### src/rtl/master_port.sv
// Initiator end of the bit-serial system bus: one parallel request becomes a serial
// transaction (address then write data out on wr_bus, or read data in from rd_bus).
module master_port #(
  parameter int ADDR_WIDTH = 16,
  parameter int DATA_WIDTH = 8,
  parameter int TIMEOUT    = 32
) (
  input  logic                  clk,
  input  logic                  rst,
  input  logic                  req_valid,
  output logic                  req_ready,
  input  logic                  req_mode,
  input  logic [ADDR_WIDTH-1:0] req_addr,
  input  logic [DATA_WIDTH-1:0] req_wdata,
  output logic                  rsp_valid,
  output logic [DATA_WIDTH-1:0] rsp_rdata,
  output logic                  rsp_err,
  output logic                  mode,
  output logic                  wr_bus,
  output logic                  master_valid,
  output logic                  master_ready,
  input  logic                  rd_bus,
  input  logic                  slave_ready,
  input  logic                  slave_valid
);

  localparam int MAX_AD  = (ADDR_WIDTH > DATA_WIDTH) ? ADDR_WIDTH : DATA_WIDTH;
  localparam int MAX_ALL = (MAX_AD > TIMEOUT) ? MAX_AD : TIMEOUT;
  localparam int CW      = $clog2(MAX_ALL + 1);

  localparam logic [CW-1:0] ADDR_LAST   = CW'(ADDR_WIDTH - 1);
  localparam logic [CW-1:0] DATA_LAST   = CW'(DATA_WIDTH - 1);
  // The acceptance cycle counts as the first waited cycle, so the abort lands
  // TIMEOUT cycles after the last bus activity.
  localparam logic [CW-1:0] STALL_LIMIT = CW'(TIMEOUT - 2);

  typedef enum logic [2:0] {
    S_IDLE, S_ADDR, S_DATA, S_RWAIT, S_RECV, S_RSP
  } state_e;

  state_e                  state_q, state_d;
  logic                    mode_q, mode_d;
  logic [ADDR_WIDTH-1:0]   addr_sr_q, addr_sr_d;
  logic [DATA_WIDTH-1:0]   data_sr_q, data_sr_d;
  logic [DATA_WIDTH-1:0]   rd_sr_q, rd_sr_d;
  logic [CW-1:0]           bit_cnt_q, bit_cnt_d;
  logic [CW-1:0]           stall_cnt_q, stall_cnt_d;
  logic [DATA_WIDTH-1:0]   rsp_rdata_q, rsp_rdata_d;
  logic                    rsp_err_q, rsp_err_d;
  logic                    stalled;

  // NOTE: every signal written here gets a default first, so no path can infer a latch.
  always_comb begin
    state_d      = state_q;
    mode_d       = mode_q;
    addr_sr_d    = addr_sr_q;
    data_sr_d    = data_sr_q;
    rd_sr_d      = rd_sr_q;
    bit_cnt_d    = bit_cnt_q;
    stall_cnt_d  = stall_cnt_q;
    rsp_rdata_d  = rsp_rdata_q;
    rsp_err_d    = rsp_err_q;
    stalled      = 1'b0;
    req_ready    = 1'b0;
    rsp_valid    = 1'b0;
    mode         = 1'b0;
    wr_bus       = 1'b0;
    master_valid = 1'b0;
    master_ready = 1'b0;

    unique case (state_q)
      S_IDLE: begin
        req_ready = 1'b1;
        if (req_valid) begin
          mode_d      = req_mode;
          addr_sr_d   = req_addr;
          data_sr_d   = req_mode ? req_wdata : '0;
          rd_sr_d     = '0;
          bit_cnt_d   = '0;
          stall_cnt_d = '0;
          state_d     = S_ADDR;
        end
      end

      S_ADDR: begin
        master_valid = 1'b1;
        mode         = mode_q;
        wr_bus       = addr_sr_q[ADDR_WIDTH-1];
        if (slave_ready) begin
          addr_sr_d   = addr_sr_q << 1;
          bit_cnt_d   = bit_cnt_q + 1'b1;
          stall_cnt_d = '0;
          if (bit_cnt_q == ADDR_LAST) begin
            bit_cnt_d = '0;
            state_d   = mode_q ? S_DATA : S_RWAIT;
          end
        end else begin
          stalled = 1'b1;
        end
      end

      S_DATA: begin
        master_valid = 1'b1;
        mode         = mode_q;
        wr_bus       = data_sr_q[DATA_WIDTH-1];
        if (slave_ready) begin
          data_sr_d   = data_sr_q << 1;
          bit_cnt_d   = bit_cnt_q + 1'b1;
          stall_cnt_d = '0;
          if (bit_cnt_q == DATA_LAST) begin
            rsp_err_d   = 1'b0;
            rsp_rdata_d = '0;
            state_d     = S_RSP;
          end
        end else begin
          stalled = 1'b1;
        end
      end

      S_RWAIT, S_RECV: begin
        master_ready = 1'b1;
        if (slave_valid) begin
          rd_sr_d     = (rd_sr_q << 1) | DATA_WIDTH'(rd_bus);
          bit_cnt_d   = bit_cnt_q + 1'b1;
          stall_cnt_d = '0;
          if (bit_cnt_q == DATA_LAST) begin
            rsp_err_d   = 1'b0;
            rsp_rdata_d = rd_sr_d;
            state_d     = S_RSP;
          end else begin
            state_d = S_RECV;
          end
        end else begin
          stalled = 1'b1;
        end
      end

      S_RSP: begin
        rsp_valid = 1'b1;
        state_d   = S_IDLE;
      end

      default: state_d = S_IDLE;
    endcase

    if (stalled) begin
      if (stall_cnt_q == STALL_LIMIT) begin
        rsp_err_d   = 1'b1;
        rsp_rdata_d = '0;
        state_d     = S_RSP;
      end else begin
        stall_cnt_d = stall_cnt_q + 1'b1;
      end
    end
  end

  // NOTE: state registers use non-blocking assignments so every flop samples pre-edge values.
  always_ff @(posedge clk or posedge rst) begin
    if (rst) begin
      state_q     <= S_IDLE;
      mode_q      <= 1'b0;
      addr_sr_q   <= '0;
      data_sr_q   <= '0;
      rd_sr_q     <= '0;
      bit_cnt_q   <= '0;
      stall_cnt_q <= '0;
      rsp_rdata_q <= '0;
      rsp_err_q   <= 1'b0;
    end else begin
      state_q     <= state_d;
      mode_q      <= mode_d;
      addr_sr_q   <= addr_sr_d;
      data_sr_q   <= data_sr_d;
      rd_sr_q     <= rd_sr_d;
      bit_cnt_q   <= bit_cnt_d;
      stall_cnt_q <= stall_cnt_d;
      rsp_rdata_q <= rsp_rdata_d;
      rsp_err_q   <= rsp_err_d;
    end
  end

  assign rsp_rdata = rsp_rdata_q;
  assign rsp_err   = rsp_err_q;

endmodule

### config.mk
export PLATFORM = sky130hd
export DESIGN_NAME = master_port
export DESIGN_NICKNAME = d
export VERILOG_FILES = /design/src/rtl/master_port.sv
export SDC_FILE = /design/constraint.sdc
export NUM_CORES = 1
export LEC_CHECK = 0
export CAP_MARGIN = 20
export CORE_MARGIN = 10
export CORE_UTILIZATION = 35
export CTS_CLUSTER_SIZE = 28
export DETAILED_ROUTE_END_ITERATION = 12
export GPL_ROUTABILITY_DRIVEN = 0
export SLEW_MARGIN = 30
export SYNTH_ARGS = -nofsm -noshare
export SYNTH_HDL_FRONTEND = slang
export SYNTH_SLANG_ARGS = --single-unit
### constraint.sdc
create_clock -name clk -period 1.54 [get_ports clk]
set_input_delay 0.231 -clock clk [delete_from_list [all_inputs] [get_ports clk]]
set_output_delay 0.231 -clock clk [all_outputs]
set_load 0.005 [all_outputs]
==> metrics, run 1 <==
met1 wire length=4199 um; unrepaired setup endpoints after global routing=true; Yosys cell types=65; TritonCTS buffer count=5; Initial Util=around 36%; vias per cell=5.197; final std cells w/o fill=524; Max Cap Viol=0; metal2 WL=4424 um; Core Box Area=8341 sq um; fin crit share=119.3%; gr usage total=13.46%; Lkg Pwr=~2.1 nW; failing checks=setup timing; Clock Sink Count=56; # IOs=46; Clk Latency, worst-skew pair=slightly above 0.3 ns; DRC=0; Max clock buf depth=2; commonest non-fill, non-tap cells in the layout=dfrtp_1 (55), buf_4 (44), clkdlybuf4s50_1 (39); final number of setup-violating endpoints=60; H-Tree Depth=2; Iter 0 DRT Violations=75; Mapped Avg Cell Area=10.21 sq um; final hold violations=0; Synth Warn #=0; Synthesized Nets=332; Die ar.=12,820 sq um; asr flop ratio synth=100.0%; DR WL/cell=about 17 um; Max Clock Freq=between 500 and 600 MHz; die width=113.2 um; Slew Limit Headroom=62.48%; Final Max Tran Viols=0; antenna-violating nets left=0; Antenna diodes=0; Area Growth Syn to Fin=65.69%; commonest non-fill, non-tap cell in the layout=dfrtp_1; Hold Path Class=in2async; share of cells above drive strength 1=between 40% and 50%; Detailed Route WL=9115 um; Critical Path Start Type=flip-flop; placed instance count=approximately 470; fin crit period=1.837 ns; clock slew at reported path FFs=about 0.10 ns; register area=roughly 1400 sq um; Seq cells post-synth=56; die height=113.2 um; dpl hpwl=5211 um; Rows=33; total number of vias=2,723; crit path capture type=flip-flop; Mapped Area=~3000 sq um; clk_skew=~0.0053 ns; worst-margin pin slew=0.5622 ns; Overflow after GRT=0; Max VDD drop=0.0009640 V; total power=9.897 mW; initial antenna violation count=0; Data arrival, critical path=around 2.0 ns; vias in the first global route=between 2,000 and 3,000; first-pass GRT wire length=14,610 um; largest net degree at the start of global routing=57; Main synth FF type=dfrtp_1; hold buffers post-CTS=0; Final nets=452; CP Class=reg2reg; CTS tree=yes; outcome=finished, violations left; EDFF count, synth=0; port bufs=45; root buf cell=clkbuf_8; Post-Syn Instances=298; multi-input logic area=between 1500 and 2000 sq um; post-route setup TNS=-9.782 ns; Max Used Layer=met4; pwr dens=1964 nW/um^2; largest fanout on the critical path=5; met3 routed WL=413 um; PnR worst setup slack=-0.2968 ns; 1st-pass router iterations=4; Seq/Total Area, Yosys=a little under half; Required @ worst endpoint=about 1.7 ns; Filler cells=667
==> report_power, final <==
group	internal [mW]	total [mW]	switching [mW]
logic	3.72	6.74	3.03
clock network	0.370	0.871	0.501
registers	1.93	2.28	0.353
==> final timing paths <==
| kind | start | to | slack (ns) | cells after the start |
|---|---|---|---|---|
| min reg2reg | rd_sr_q[6]$_DFFE_PP0P_ | rd_sr_q[6]$_DFFE_PP0P_ | 0.49 | 2 |
| min | rst | addr_sr_q[8]$_DFFE_PP0P_ | 0.33 | 3 |
| min in group clk | req_wdata[0] | data_sr_q[0]$_DFFE_PP0P_ | 0.49 | 3 |
| max | state_q[1]$_DFF_PP0_ | state_q[0]$_DFF_PP0_ | -0.30 | 6 |
| max in group asynchronous | rst | state_q[2]$_DFF_PP0_ | 0.95 | 3 |
| max reg2reg | state_q[1]$_DFF_PP0_ | state_q[0]$_DFF_PP0_ | -0.30 | 6 |
==> through the flow <==
step                setup WS, ns  area, sq um  hold WS (ns)  utilization (%)
finish                   -0.2968         5040        0.3330            60.43
global route             -0.3505         5040        0.3528            60.43
CTS                      -0.2614         4740        0.3511            56.83
detailed placement       -0.4571         3931        0.4694            47.13
global placement         -0.3946         3931        0.4624            47.13
floorplan               -0.04287         3079        0.3115                -
==> timing repair <==
| action | in CTS | in global routing |
|---|---|---|
| buffers inserted | 24 | 16 |
| hold endpoints to repair | 0 | 0 |
| resized for setup | 124 | 59 |
| pin swaps | 33 | 25 |
| gates cloned | 7 | 1 |
| endpoints found under the setup margin | 55 | 62 |
==> critical path, cell delays in order (launching register included) <==
cell and delay [ns]:
dfrtp_1 0.42, buf_12 0.15, buf_8 0.12, and4b_2 0.24, o311ai_4 0.34, a21boi_4 0.31
o211ai_1 0.12
==> cell usage after synthesis (all sizes together), types with 2 or more instances <==
| cell | number | area, sq um |
|---|---|---|
| a22o | 9 | 78.83 |
| ha | 3 | 37.54 |
| nor3 | 5 | 35.03 |
| inv | 7 | 26.28 |
| clkbuf | 7 | 27.52 |
| dfrtp | 56 | 1401 |
| a211o | 2 | 18.77 |
| a211oi | 2 | 27.53 |
| mux2 | 6 | 67.56 |
| and4 | 2 | 17.52 |
| nand4 | 2 | 12.51 |
| or3 | 2 | 12.51 |
| nor2 | 10 | 45.04 |
| nor4b | 4 | 65.07 |
| nand2 | 46 | 172.7 |
| o211ai | 2 | 15.01 |
| a31oi | 2 | 12.51 |
| buf | 10 | 85.08 |
| a21boi | 2 | 26.28 |
| or3b | 2 | 17.52 |
| a21oi | 14 | 70.07 |
| nand3 | 8 | 45.04 |
| and3 | 7 | 43.79 |
| a41oi | 2 | 17.52 |
| nor2b | 5 | 31.28 |
| o21ai | 36 | 183.9 |
| nor3b | 4 | 45.05 |
| mux2i | 17 | 173.9 |
| nand2b | 4 | 25.02 |
==> cell families (layout without fill, tap and decap cells) <==
kind of cell,Yosys count,in the layout,synth area share (%)
AOI/OAI and AO/OA,84,85,19.50
xor gates and xnor gates,1,1,0.2880
adders and majority gates,3,3,1.234
buffers and inverters,24,144,4.566
DFF,56,56,46.07
muxes,23,23,7.939
and+or+nand+nor,107,107,20.40
==> registers in the layout (all words and copies together) (netlist names), 3 cells and up <==
signal	cells
state_q	3
stall_cnt_q	6
rsp_rdata	8
bit_cnt_q	6
data_sr_q	8
addr_sr_q	16
rd_sr_q	7
==> metal layers <==
layer	GRT usage [%]	vias to the layer above
met2	22.00	63
met4	2.538	0
met1	17.51	1314
li1	-	1333
met3	3.539	13
met5	0	-
==> cell type report <==
cell class / count / area share (%)
Multi-Input combinational cell: 219 / 39.55
Sequential cell: 56 / 27.83
Timing Repair Buffer: 129 / 27.41
Tap cell: 105 / 2.607
Clock buffer: 6 / 1.639
Inverter: 7 / 0.6951
Clock inverter: 2 / 0.2731
(Power assumes the default switching activity.)
==> run 2, diff against run 1 <==
Settings changed: ABC_AREA from default to 1, HOLD_SLACK_MARGIN from default to 0.15.
==> metrics, run 2 <==
outcome=finished, violations left; failing checks=setup timing; final hold violations=0 (unchanged); Max Clock Freq=591.9 MHz (+8.7%); asr flop ratio synth=100.0% (unchanged); Main synth FF type=dfrtp_1; top-count cell post-synth=nand2_1; port bufs=45 (unchanged); Initial Util=35.69% (-0.78 points); first-pass GRT wire length=13,900 um (-4.8%); pwr dens=1135 nW/um^2 (-42%); Max Cap Viol=0 (unchanged); Seq cells post-synth=56 (unchanged); EDFF count, synth=0 (unchanged); crit path capture type=output pin; Synth Warn #=0 (unchanged); die width=111.1 um (-1.9%); dpl hpwl=5051 um (-3.1%); final number of setup-violating endpoints=52 (-13%); Die ar.=12,340 sq um (-3.8%); Setup WS pre-CTS=-0.2101 ns (+0.2470 ns); Final Max Tran Viols=0 (unchanged); Synth Area in Adders=1.293% (+0.059 points); Overflow after GRT=0 (unchanged); die height=111.1 um (-1.9%); largest family of logic cells by synthesized area=simple AND/OR/NAND/NOR gates; hold buffers post-CTS=0 (unchanged); critical path's slowest cell=dfrtp_2; Iter 0 DRT Violations=101 (+35%); largest fanout on the critical path=4 (-1); Yosys cell types=31 (-52%); share of cells above drive strength 1=40.76% (-5.5 points); Clock Sink Count=56 (unchanged); cell chain of the critical path=buf_6 > nor3_4 > inv_2 > o22ai_2 > buf_2; Critical Path Start Type=flip-flop; commonest cells in the netlist=nand2_1 (97), dfrtp_1 (56), inv_1 (42), nand3_1 (40), o21ai_0 (30); largest net degree at the start of global routing=57 (unchanged); leading area contributor after synthesis=dfrtp_1; fin crit period=1.689 ns (-0.1473 ns); commonest non-fill, non-tap cell in the layout=nand2_1; Final nets=510 (+13%); placed cell area=3737 sq um (-4.9%); total power=5.418 mW (-45%); Area Growth Syn to Fin=64.53%; worst-margin pin slew=0.3297 ns (-0.2325 ns); 1st-pass router iterations=4 (unchanged); max reg flops=16 (unchanged); antenna-violating nets left=0 (unchanged); commonest non-fill, non-tap cells in the layout=nand2_1 (68), dfrtp_1 (53), buf_4 (41); root buf cell=clkbuf_8; CTS tree=yes; Synthesized Nets=396 (+19%); unrepaired setup endpoints after global routing=true; clk_skew=0.005459 ns (+0.0001102 ns); clock slew at reported path FFs=0.10 ns (about the same); area share of the largest cell type after synthesis=48.28% (+2.2 points); Filler cells=653 (-2.1%); Seq/Total Area, Yosys=48.28% (+2.2 points); DR WL/cell=15.29 um (-12%); # IOs=46 (unchanged); TritonCTS buffer count=5 (unchanged); R2R cell count=9 (+3); Post-Syn Instances=362 (+21%); Clk Latency, worst-skew pair=0.31 ns (about the same); DRC=0 (unchanged); Top reg by flops=addr_sr_q; gr usage total=13.18% (-0.29 points); PnR worst setup slack=-0.1495 ns (+0.1473 ns); Compound-Gate Fraction of Synth Area=13.79% (-5.7 points); fin crit share=109.7% (-9.6 points); H-Tree Depth=2 (unchanged); Data arrival, critical path=1.46 ns (-0.55 ns); Detailed Route WL=8882 um (-2.6%); Mapped Avg Cell Area=8.019 sq um (-21%); Hold Path Class=in2async; total number of vias=2,863 (+5.1%); simple-gate portion of the synthesized area=25.43% (+5.0 points); reg2reg setup slack=-0.14 ns (+0.16 ns); CP Class=reg2out; CP bufs+invs=3 (+1); Max VDD drop=0.0005509 V (-43%); top cells by area, synth=dfrtp_1 (48%), nand2_1 (13%), nand3_1 (6.9%); Required @ worst endpoint=1.31 ns (-0.41 ns); Antenna diodes=0 (unchanged); Design Area, Final=4776 sq um (-5.2%); crit-path leading delay family=flip-flops; Core Box Area=8134 sq um (-2.5%); vias per cell=4.928 (-5.2%); Slew Limit Headroom=77.95% (+15 points); vias in the first global route=2,817 (-3.9%); Lkg Pwr=2.223 nW (+5.6%); reg-to-reg startpoint=state_q[1]$_DFF_PP0_; mux share of post-synthesis cell area=0.3879% (-7.6 points); Mapped Area=2903 sq um (-4.6%); Post-Synth XOR/XNOR Area=1.810% (+1.5 points); Worst path max stage delay=0.46 ns (+0.04 ns); RR Endpoint=addr_sr_q[1]$_DFFE_PP0P_; Max clock buf depth=2 (unchanged); Rows=33 (unchanged); initial antenna violation count=0 (unchanged)
## run 2: changes by cell type after synthesis, sizes merged, moves of 7 or more
| cell | change |
|---|---|
| a22o | -9 |
| and3 | -7 |
| inv | +39 |
| mux2i | -17 |
| nand2 | +54 |
| nand3 | +32 |
| nor2 | +7 |
| o211ai | +13 |
## run 2: power breakdown
part           switching [mW]  leakage (nW)  total [mW]  internal [mW]
logic                    1.31          1.45        2.55           1.24
registers               0.183         0.737        2.05           1.87
clock network           0.500        0.0400       0.810          0.310
total                    2.00          2.22        5.42           3.42
## run 2: cell families after synthesis
kind of cell               count (synthesis)
DFF                                       56
muxes                                      1
buffers and inverters                     60
adders and majority gates                  3
and+or+nand+nor                          167
AOI/OAI and AO/OA                         69
xor gates and xnor gates                   6
## run 2: worst max path at each step
| stage | start | endpoint | slack (ns) | cells past startpoint |
|---|---|---|---|---|
| final | state_q[0]$_DFF_PP0_ | wr_bus | -0.15 | 5 |
| after global routing | state_q[1]$_DFF_PP0_ | wr_bus | -0.22 | 5 |
| after CTS | state_q[1]$_DFF_PP0_ | mode | -0.14 | 5 |
| after detailed placement | state_q[1]$_DFF_PP0_ | wr_bus | -0.21 | 5 |
| after global placement | state_q[2]$_DFF_PP0_ | mode | -0.16 | 5 |
| after floorplan | state_q[2]$_DFF_PP0_ | wr_bus | 0.10 | 5 |
## run 2: cell type report
| class | count | area [sq um] | area share, % |
|---|---|---|---|
| clock buffers | 5 | 68.82 | 1.441 |
| clock inverters | 2 | 12.51 | 0.2620 |
| inverters | 46 | 191.4 | 4.008 |
| multi-input cells | 247 | 1739 | 36.42 |
| flip-flops and latches | 56 | 1405 | 29.42 |
| well taps | 105 | 131.4 | 2.751 |
| repair buffers | 120 | 1227 | 25.70 |
## run 2: timing repair
action                                  in CTS  in global routing
gates resized for setup                     91                126
endpoints found under the setup margin      59                 62
cloned                                       4                  3
setup buffers                               26                 13
pin swaps                                   13                 47
## run 2: routing by layer
| layer | vias up | GRT usage, % | routed length (um) |
|---|---|---|---|
| li1 | 1420 | - | - |
| met1 | 1369 | 17.39 | 4058 |
| met2 | 63 | 21.46 | 4392 |
| met3 | 11 | 2.706 | 305 |
| met4 | 0 | 3.171 | 125 |
| met5 | - | 0 | 0 |
## run 2: through the flow
stage / util [%] / setup TNS, ns / std cells / hold WS [ns]
3_3_place_gp: 45.95 / -3.233 / 538 / 0.4961
3_5_place_dp: 45.95 / -4.205 / 538 / 0.5085
4_1_cts: 53.02 / -3.873 / 575 / 0.3534
2_1_floorplan: - / 0 / 362 / 0.3115
5_1_grt: 58.71 / -8.679 / 581 / 0.3519
6_report: 58.71 / -4.240 / 581 / 0.3379
## run 2: worst reg2reg max path, stage by stage, from the launching register on
cell,delay (ns)
dfrtp_2,0.48
buf_6,0.14
nor3_4,0.23
buf_6,0.15
buf_12,0.12
nand2_8,0.06
nand2_8,0.08
buf_6,0.13
buf_16,0.13
o21ai_2,0.06
